<file path="src/rtl/alt_xcvr_rcfg_profile_streamer_if.sv">
// Signal bundle between the profile streamer, its reconfiguration ROM and the
// native PHY reconfig slave. The streamer sits on the master modport.
interface alt_xcvr_rcfg_profile_streamer_if #(
  parameter int ROM_DATA_WIDTH = 26,
  parameter int ROM_ADDR_W     = 2
);
  logic                      cfg_load;
  logic [7:0]                cfg_sel;
  logic                      cfg_busy;
  logic                      cfg_done;
  logic                      cfg_error;
  logic [ROM_ADDR_W-1:0]     rom_addr;
  logic [ROM_DATA_WIDTH-1:0] rom_rdata;
  logic [9:0]                avmm_address;
  logic                      avmm_read;
  logic                      avmm_write;
  logic [31:0]               avmm_writedata;
  logic [31:0]               avmm_readdata;
  logic                      avmm_waitrequest;

  modport master (
    input  cfg_load, cfg_sel, rom_rdata, avmm_readdata, avmm_waitrequest,
    output cfg_busy, cfg_done, cfg_error, rom_addr,
           avmm_address, avmm_read, avmm_write, avmm_writedata
  );

  modport slave (
    output cfg_load, cfg_sel, rom_rdata, avmm_readdata, avmm_waitrequest,
    input  cfg_busy, cfg_done, cfg_error, rom_addr,
           avmm_address, avmm_read, avmm_write, avmm_writedata
  );
endinterface

</file>
<file path="src/rtl/alt_xcvr_rcfg_profile_streamer.sv">
// Walks one end-marker-terminated profile of the reconfiguration ROM and applies
// each word as a masked read-modify-write on the transceiver AVMM reconfig port.
module alt_xcvr_rcfg_profile_streamer #(
  parameter int ROM_DATA_WIDTH = 26,
  parameter int ROM_DEPTH      = 4,
  parameter int NUM_PROFILES   = 2,
  parameter int ROM_ADDR_W     = 2
) (
  input logic                             clk,
  input logic                             reset,
  alt_xcvr_rcfg_profile_streamer_if.master bus
);

  localparam logic [7:0]            NUM_PROF_B = 8'(NUM_PROFILES);
  localparam logic [ROM_ADDR_W-1:0] LAST_PTR   = ROM_ADDR_W'(ROM_DEPTH - 1);

  typedef enum logic [2:0] {
    S_IDLE   = 3'd0,
    S_FETCH  = 3'd1,
    S_DECODE = 3'd2,
    S_RD     = 3'd3,
    S_WR     = 3'd4,
    S_DONE   = 3'd5
  } state_t;

  state_t                r_state;
  state_t                w_next;
  logic [ROM_ADDR_W-1:0] r_ptr;
  logic [7:0]            r_mcnt;
  logic [7:0]            r_sel;
  logic [9:0]            r_addr;
  logic [7:0]            r_mask;
  logic [7:0]            r_data;
  logic [7:0]            r_rdbyte;
  logic [7:0]            r_wdata;
  logic                  r_done;
  logic                  r_error;
  logic                  r_read;
  logic                  r_write;

  logic                  w_start;
  logic                  w_ptr_inc;
  logic                  w_mcnt_inc;
  logic                  w_latch;
  logic                  w_rd_done;
  logic                  w_err;
  logic                  w_marker;
  logic                  w_last;
  logic [9:0]            w_rom_addr;
  logic [7:0]            w_rom_mask;
  logic [7:0]            w_rom_data;
  logic                  w_unused_rdata;

  function automatic logic [7:0] merge_byte(input logic [7:0] old_b,
                                            input logic [7:0] mask_b,
                                            input logic [7:0] data_b);
    return (old_b & ~mask_b) | (data_b & mask_b);
  endfunction

  assign w_marker       = &bus.rom_rdata;
  assign w_last         = (r_ptr == LAST_PTR);
  assign w_rom_addr     = bus.rom_rdata[ROM_DATA_WIDTH-1 -: 10];
  assign w_rom_mask     = bus.rom_rdata[15:8];
  assign w_rom_data     = bus.rom_rdata[7:0];
  assign w_unused_rdata = ^bus.avmm_readdata[31:8];

  assign bus.cfg_busy       = (r_state != S_IDLE);
  assign bus.cfg_done       = r_done;
  assign bus.cfg_error      = r_error;
  assign bus.rom_addr       = r_ptr;
  assign bus.avmm_address   = r_addr;
  assign bus.avmm_read      = r_read;
  assign bus.avmm_write     = r_write;
  assign bus.avmm_writedata = {24'h000000, r_wdata};

  // State register
  always_ff @(posedge clk or posedge reset) begin
    if (reset) r_state <= S_IDLE;
    else       r_state <= w_next;
  end

  // Next-state decode and per-cycle control strobes
  always_comb begin
    w_next     = r_state;
    w_start    = 1'b0;
    w_ptr_inc  = 1'b0;
    w_mcnt_inc = 1'b0;
    w_latch    = 1'b0;
    w_rd_done  = 1'b0;
    w_err      = 1'b0;
    case (r_state)
      S_IDLE: begin
        if (bus.cfg_load) begin
          if (bus.cfg_sel < NUM_PROF_B) begin
            w_start = 1'b1;
            w_next  = S_FETCH;
          end else begin
            w_err = 1'b1;
          end
        end else begin
          w_next = S_IDLE;
        end
      end
      S_FETCH: w_next = S_DECODE;
      S_DECODE: begin
        if (r_mcnt < r_sel) begin
          // Seeking the start of the selected profile; markers only count here
          w_mcnt_inc = w_marker;
          if (w_last) begin
            w_err  = 1'b1;
            w_next = S_IDLE;
          end else begin
            w_ptr_inc = 1'b1;
            w_next    = S_FETCH;
          end
        end else if (w_marker) begin
          w_next = S_DONE;
        end else begin
          w_latch = 1'b1;
          w_next  = (w_rom_mask == 8'hFF) ? S_WR : S_RD;
        end
      end
      S_RD: begin
        if (!bus.avmm_waitrequest) begin
          w_rd_done = 1'b1;
          w_next    = S_WR;
        end else begin
          w_next = S_RD;
        end
      end
      S_WR: begin
        if (!bus.avmm_waitrequest) begin
          if (w_last) begin
            w_err  = 1'b1;
            w_next = S_IDLE;
          end else begin
            w_ptr_inc = 1'b1;
            w_next    = S_FETCH;
          end
        end else begin
          w_next = S_WR;
        end
      end
      S_DONE:  w_next = S_IDLE;
      default: w_next = S_IDLE;
    endcase
  end

  // Datapath and registered outputs; strobes follow the state being entered
  always_ff @(posedge clk or posedge reset) begin
    if (reset) begin
      r_ptr    <= '0;
      r_mcnt   <= 8'h00;
      r_sel    <= 8'h00;
      r_addr   <= 10'h000;
      r_mask   <= 8'h00;
      r_data   <= 8'h00;
      r_rdbyte <= 8'h00;
      r_wdata  <= 8'h00;
      r_done   <= 1'b0;
      r_error  <= 1'b0;
      r_read   <= 1'b0;
      r_write  <= 1'b0;
    end else begin
      r_done  <= (w_next == S_DONE);
      r_error <= w_err;
      r_read  <= (w_next == S_RD);
      r_write <= (w_next == S_WR);
      if (w_start) begin
        r_sel  <= bus.cfg_sel;
        r_ptr  <= '0;
        r_mcnt <= 8'h00;
      end else if (w_ptr_inc) begin
        r_ptr <= r_ptr + ROM_ADDR_W'(1);
      end
      if (w_mcnt_inc) begin
        r_mcnt <= r_mcnt + 8'd1;
      end
      if (w_latch) begin
        r_addr  <= w_rom_addr;
        r_mask  <= w_rom_mask;
        r_data  <= w_rom_data;
        // Full-mask words skip the read; the merge then yields data unchanged
        r_wdata <= merge_byte(r_rdbyte, w_rom_mask, w_rom_data);
      end
      if (w_rd_done) begin
        r_rdbyte <= bus.avmm_readdata[7:0];
        r_wdata  <= merge_byte(bus.avmm_readdata[7:0], r_mask, r_data);
      end
    end
  end

endmodule
</file>
<file path="src/flat_wrapper.sv">
// flat-port wrapper written by rule: the top's interface ports become plain ports
module alt_xcvr_rcfg_profile_streamer_flat 
#(
  parameter int ROM_DATA_WIDTH = 26,
  parameter int ROM_DEPTH      = 4,
  parameter int NUM_PROFILES   = 2,
  parameter int ROM_ADDR_W     = 2
)
  (clk, reset, bus_cfg_load, bus_cfg_sel, bus_rom_rdata, bus_avmm_readdata, bus_avmm_waitrequest, bus_cfg_busy, bus_cfg_done, bus_cfg_error, bus_rom_addr, bus_avmm_address, bus_avmm_read, bus_avmm_write, bus_avmm_writedata);
  alt_xcvr_rcfg_profile_streamer_if #(.ROM_DATA_WIDTH(ROM_DATA_WIDTH), .ROM_ADDR_W(ROM_ADDR_W)) bus_i ();
  input logic clk;
  input logic reset;
  input wire logic [$bits(bus_i.cfg_load)-1:0] bus_cfg_load;
  input wire logic [$bits(bus_i.cfg_sel)-1:0] bus_cfg_sel;
  input wire logic [$bits(bus_i.rom_rdata)-1:0] bus_rom_rdata;
  input wire logic [$bits(bus_i.avmm_readdata)-1:0] bus_avmm_readdata;
  input wire logic [$bits(bus_i.avmm_waitrequest)-1:0] bus_avmm_waitrequest;
  output wire logic [$bits(bus_i.cfg_busy)-1:0] bus_cfg_busy;
  output wire logic [$bits(bus_i.cfg_done)-1:0] bus_cfg_done;
  output wire logic [$bits(bus_i.cfg_error)-1:0] bus_cfg_error;
  output wire logic [$bits(bus_i.rom_addr)-1:0] bus_rom_addr;
  output wire logic [$bits(bus_i.avmm_address)-1:0] bus_avmm_address;
  output wire logic [$bits(bus_i.avmm_read)-1:0] bus_avmm_read;
  output wire logic [$bits(bus_i.avmm_write)-1:0] bus_avmm_write;
  output wire logic [$bits(bus_i.avmm_writedata)-1:0] bus_avmm_writedata;
  assign bus_i.cfg_load = bus_cfg_load;
  assign bus_i.cfg_sel = bus_cfg_sel;
  assign bus_i.rom_rdata = bus_rom_rdata;
  assign bus_i.avmm_readdata = bus_avmm_readdata;
  assign bus_i.avmm_waitrequest = bus_avmm_waitrequest;
  assign bus_cfg_busy = bus_i.cfg_busy;
  assign bus_cfg_done = bus_i.cfg_done;
  assign bus_cfg_error = bus_i.cfg_error;
  assign bus_rom_addr = bus_i.rom_addr;
  assign bus_avmm_address = bus_i.avmm_address;
  assign bus_avmm_read = bus_i.avmm_read;
  assign bus_avmm_write = bus_i.avmm_write;
  assign bus_avmm_writedata = bus_i.avmm_writedata;
  alt_xcvr_rcfg_profile_streamer #(.ROM_DATA_WIDTH(ROM_DATA_WIDTH), .ROM_DEPTH(ROM_DEPTH), .NUM_PROFILES(NUM_PROFILES), .ROM_ADDR_W(ROM_ADDR_W)) u_core (.clk(clk), .reset(reset), .bus(bus_i));
endmodule
</file>
<file path="config.mk">
export PLATFORM = sky130hd
export DESIGN_NAME = alt_xcvr_rcfg_profile_streamer_flat
export DESIGN_NICKNAME = d
export VERILOG_FILES = /design/src/rtl/alt_xcvr_rcfg_profile_streamer_if.sv /design/src/rtl/alt_xcvr_rcfg_profile_streamer.sv /design/src/flat_wrapper.sv
export SDC_FILE = /design/constraint.sdc
export NUM_CORES = 1
export LEC_CHECK = 0
export CORE_MARGIN = 3
export CORE_UTILIZATION = 48
export DETAILED_ROUTE_END_ITERATION = 10
export PLACE_DENSITY_LB_ADDON = 0.3
export SLEW_MARGIN = 20
export SYNTH_ARGS = -nofsm -noshare
export SYNTH_HDL_FRONTEND = slang
export SYNTH_SLANG_ARGS = --single-unit
</file>
<file path="constraint.sdc">
create_clock -name clk -period 5.6 [get_ports clk]
set_input_delay 1.68 -clock clk [delete_from_list [all_inputs] [get_ports clk]]
set_output_delay 1.68 -clock clk [all_outputs]
set_load 0.05 [all_outputs]
</file>
* Word-level counts from Yosys, hierarchy flattened *
Index checks and enable logic that the tools add are counted.

cells by class
  add/sub/neg operators = 2
  $mul = 0
  div/mod/pow operators = 0
  order comparisons = 2
  eq/ne operators = 9
  shift operators = 0
  muxes and demuxes = 35
  bitwise operators = 8
  reduce and logical (&&, ||, !) cells = 6

operator list
  operator                                                               number
  8-bit AND                                                              4
  8-bit two-way mux                                                      4
  26-bit AND reduction                                                   1
  3-bit two-way mux                                                      7
  1-bit two-way mux                                                      19
  8-bit NOT                                                              2
  8-bit bitwise OR                                                       2
  3-bit case mux with 5 select lines                                     1
  3-bit by 2-bit equality test with 1-bit output, second input constant  3
  3-bit equality test, second input constant                             3
  8-bit by 1-bit adder with 8-bit output, second input constant          1
  8-bit equality test, second input constant                             1
  8-bit by 2-bit < comparator with 1-bit output, second input constant   1
  8-bit < comparator                                                     1
  2-bit nonzero test                                                     3
  2-bit two-way mux                                                      2
  3-bit by 1-bit equality test with 1-bit output, second input constant  1
  3-bit logical NOT                                                      1
  1-bit case mux with 3 select lines                                     1
  3-bit nonzero test                                                     1
  2-bit by 1-bit adder with 2-bit output, second input constant          1
  2-bit equality test, second input constant                             1
  1-bit case mux with 2 select lines                                     1

word-level totals
  flip-flop bits (word level) = 67
  bits in latches = 0
  memory bits (writable) = 0
  memory bits (read-only) = 0
  input bits = 70
  output and inout bits = 49
  word-level logic and storage cells = 75
  memories = 0

* Depth between registers and ports, before layout *
  depth after elaboration = 6
  mapped depth = 8
  mapped depth without buffers = 7

* Worst setup path before layout *
Ideal clock, no wire load.

  kind = input to register
  start = input bus_rom_rdata[19]
  end = register u_core.r_mask[0]
  setup time = 0.125 ns
  arrival = 2.804 ns
  required time = 5.475 ns
  path slack = 2.672 ns
  cell stages on the path = 6
  path buffers = 1
  cell sequence = nand4_1 nor3_1 nand3_1 nand3_4 buf_6 mux2_2

on the way
  cells in the longest elaborated chain, start to end = 4

RTL lines
  item                  line                                   text
  start, declared       flat_wrapper.sv:15                     input wire logic [$bits(bus_i.rom_rdata)-1:0] bus_rom_rdata;
  26-bit AND reduction  alt_xcvr_rcfg_profile_streamer.sv:60   assign w_marker = &bus.rom_rdata;
  1-bit two-way mux     alt_xcvr_rcfg_profile_streamer.sv:116  end else if (w_marker) begin
  1-bit two-way mux     alt_xcvr_rcfg_profile_streamer.sv:106  if (r_mcnt < r_sel) begin
  1-bit two-way mux     alt_xcvr_rcfg_profile_streamer.sv:91   case (r_state)
  end signal, assigned  alt_xcvr_rcfg_profile_streamer.sv:181  r_mask <= w_rom_mask;
  end, declared         alt_xcvr_rcfg_profile_streamer.sv:32   logic [7:0] r_mask;

No other way between the ends.
A chain may end at the register's enable or synchronous reset.

* Worst setup path after layout *
  start = input bus_rom_rdata[4]
  end = register u_core.r_mask[2]

The elaborated chain is that of the path after synthesis.

==> impl_metrics.toml <==
[power_and_ir_drop]
p_leak_uw = 0.00191
intPower_uw = 1270
switching_share_pct = 42.4
power_density_nw_per_um2 = 504
vdd_drop_max_v = 0.000258
netSwitchingPower_uw = 936
finalPower_uw = 2210
power_frac_seq_pct = 35.1
p_clk_share_pct = 16.5
comb_power_share_pct = 48.5

[worst_setup_path]
cp.depth = 6
reg2reg_from = "u_core.r_mcnt[5]"
r2r_cells = 6
max_stage_delay_ps = 540
timing.critical_path.buf_inv = 1
worstPathRequired_ps = 5830
endpoint_kind = "register"
startpoint_type = "input port"
crit_start = "bus_rom_rdata[4]"
cp_cell_sequence = "clkdlybuf4s50_1 -> nand4_1 -> nor3_1 -> nand3_1 -> nand3_4 -> mux2_2"
worstPathArrival_ps = 4120
slowest_stage = "nand3_4"
cp_max_fo = 26
crit_family = "simple AND/OR/NAND/NOR gates"
setup.worst_path.class = "input port to register"

[clock_tree]
h-tree-depth = 3
cts_buffers = 9
cts-root-buf = "clkbuf_8"
insertion_delay_ps = 350
postCtsHoldBufs = 0
post_cts_resized = 0
cts.clk_slew.worst_paths_ps = 80
cts.sinks = 67
cts_tree = "done"
cts_setup_buffers = 0
clockBufferDepth = 2

[global_routing]
grt_pass1_wl_um = 12400
grt_start_max_net_pins = 46
grt_usage_pct = 18.3
grt.overflow.total = 0
grt_pass1_vias = 2596
antenna_found_initial = 0

[yosys]
yosys_register_bits = 67
synthTopCellsByCount = "67 x dfrtp_1, 38 x nand2_1, 30 x mux2_2, 25 x buf_4"
synth_area_um2 = 3540
synth_most_common_cell = "dfrtp_1"
ys_seq_area_share_pct = 47.4
synth_edf_count = 0
ys.flop_type = "dfrtp_1"
synthArstFlopShare_pct = 100
synthTopCellsByArea = "dfrtp_1 47%, mux2_2 9.6%, buf_4 5.3%, nand2_1 4.0%, mux2i_1 4.0%"
ys_types = 51
synth.top_cell.area_share_pct = 47.4
syn_area_per_cell_um2 = 11.3
yosys.area.top_type = "dfrtp_1"
yosys_warnings = 0
syn-instance-count = 313

[worst_hold_path]
hold_start = "u_core.r_rdbyte[3]"
hold_path_class = "register to register"
whs_path_depth = 2

[floorplan]
die_height_um = 91.8
initial_core_util_pct = 50.6
io_pins = 119
row_count = 30
die_w_um = 91.8
die_area_um2 = 8430
core_area_um2 = 6980

[final_layout]
antenna_cells = 0
area.growth.synth_to_final_pct = 23.8
stdcell_area_um2 = 4380
drive_above_1_share_pct = 16.2
nets = 462
fillCellCount = 570

[placed_design]
placed_cell_area_um2 = 4190
portBuffers = 70
routabilityCongestion = 0.790
dp_hpwl_um = 5530

[detailed_routing]
num_vias = 2569
ant_nets = 0
firstDrtPassIters = 4
drt_iter0_drc = 125
vias_per_cell = 5.31
drc = 0
wl_per_cell_um = 15.6
routed_wl_um = 7540

[timing]
period_share_pct = 69.4
grt_setup_unrepaired = "no"
tns_ps = 0
fin_skew_ps = 13.0
fmax_ghz = 0.257
setup_viol = 0
period_needed_ps = 3890
holdWs_ps = 476
slew_headroom_pct = 39.8
drv_slew = 0
worst_slew_pin_slew_ps = 901
hold_viol = 0

[run]
maxCapViolCount = 0

[outcome]
outcome = "finished clean"
==> state kept, by name, summed over array words and instances, names as in the netlist, 3 cells and up <==
name                     count
u_core.bus.avmm_address     10
u_core.r_data                8
u_core.r_mask                8
u_core.r_mcnt                8
u_core.r_rdbyte              8
u_core.r_sel                 8
u_core.r_state               3
u_core.r_wdata               8
==> per-stage QoR <==
| stage | util (%) | setup slack, ps | instances |
|---|---|---|---|
| after CTS | 62.6 | 1690 | 484 |
| after global placement | 60.1 | 1360 | 468 |
| after global routing | 62.7 | 1570 | 484 |
| after floorplan | - | 2240 | 336 |
| final | 62.7 | 1710 | 484 |
| after detailed placement | 60.1 | 1330 | 468 |
==> cells by family (layout without fill, tap and decap cells) <==
| family | after synthesis | in the layout | synth area share (%) |
|---|---|---|---|
| AO/OA/AOI/OAI | 50 | 50 | 12.2 |
| adder cells (fa/ha/maj) | 9 | 9 | 3.18 |
| AND/OR/NAND/NOR | 85 | 85 | 12.4 |
| multiplexers | 49 | 49 | 15.1 |
| flip-flops | 67 | 67 | 47.4 |
| buffers and inverters | 49 | 101 | 8.78 |
| other | 1 | 24 | 0.106 |
| XOR/XNOR | 3 | 3 | 0.743 |
==> area by class of cell <==
cell class	count	area [µm²]	share of cell area [%]
timing repair buffer	71	708	16.2
sequential	67	1680	38.3
inverter	14	52.6	1.20
tap	96	120	2.74
multi-input combinational	220	1640	37.5
clock buffer	10	138	3.14
clock inverter	6	41.3	0.943
==> layer usage <==
layer	track usage, %	wire [µm]	part of all wire, %
met1	23.9	3410	45
met4	7.43	89	1.2
met3	3.20	413	5.5
met2	30.2	3630	48
met5	0	0	0
==> layout by cell type, fill, tap and decap left out, types with 5 or more instances in the layout <==
| master | n |
|---|---|
| a31oi_1 | 9 |
| and2_1 | 7 |
| clkbuf_8 | 10 |
| clkdlybuf4s50_1 | 70 |
| conb_1 | 24 |
| dfrtp_1 | 67 |
| ha_1 | 9 |
| inv_1 | 13 |
| mux2_1 | 5 |
| mux2_2 | 30 |
| mux2i_1 | 14 |
| nand2_1 | 38 |
| nand3_1 | 7 |
| nand4_1 | 7 |
| nor2_1 | 6 |
| o22ai_1 | 9 |
| o31ai_1 | 8 |
==> worst paths after layout <==
check                                                  end  slack [ps]
worst max-delay path                      u_core.r_mask[2]        1710
worst min-delay path                    u_core.r_rdbyte[3]         480
worst min register to register          u_core.r_rdbyte[3]         480
min in group asynchronous       u_core.bus.avmm_address[2]        1850
worst max register to register            u_core.r_mask[2]        3150
max in group asynchronous                u_core.r_wdata[0]        2880
==> tightest hold or removal path: cells and delay by family (launching register included) <==
family        cells  cell delay [ps]
flops             1              340
simple gates      2              100
==> power groups by stage <==
| stage | Sequential, µW | Combinational, µW | Clock [µW] |
|---|---|---|---|
| after floorplan | 1040 | 529 | 0 |
| after global placement | 770 | 1060 | 0 |
| after detailed placement | 782 | 1070 | 0 |
| after CTS | 773 | 1080 | 368 |
| after global routing | 798 | 1140 | 388 |
| final | 774 | 1070 | 363 |
(Power assumes the default switching activity.)
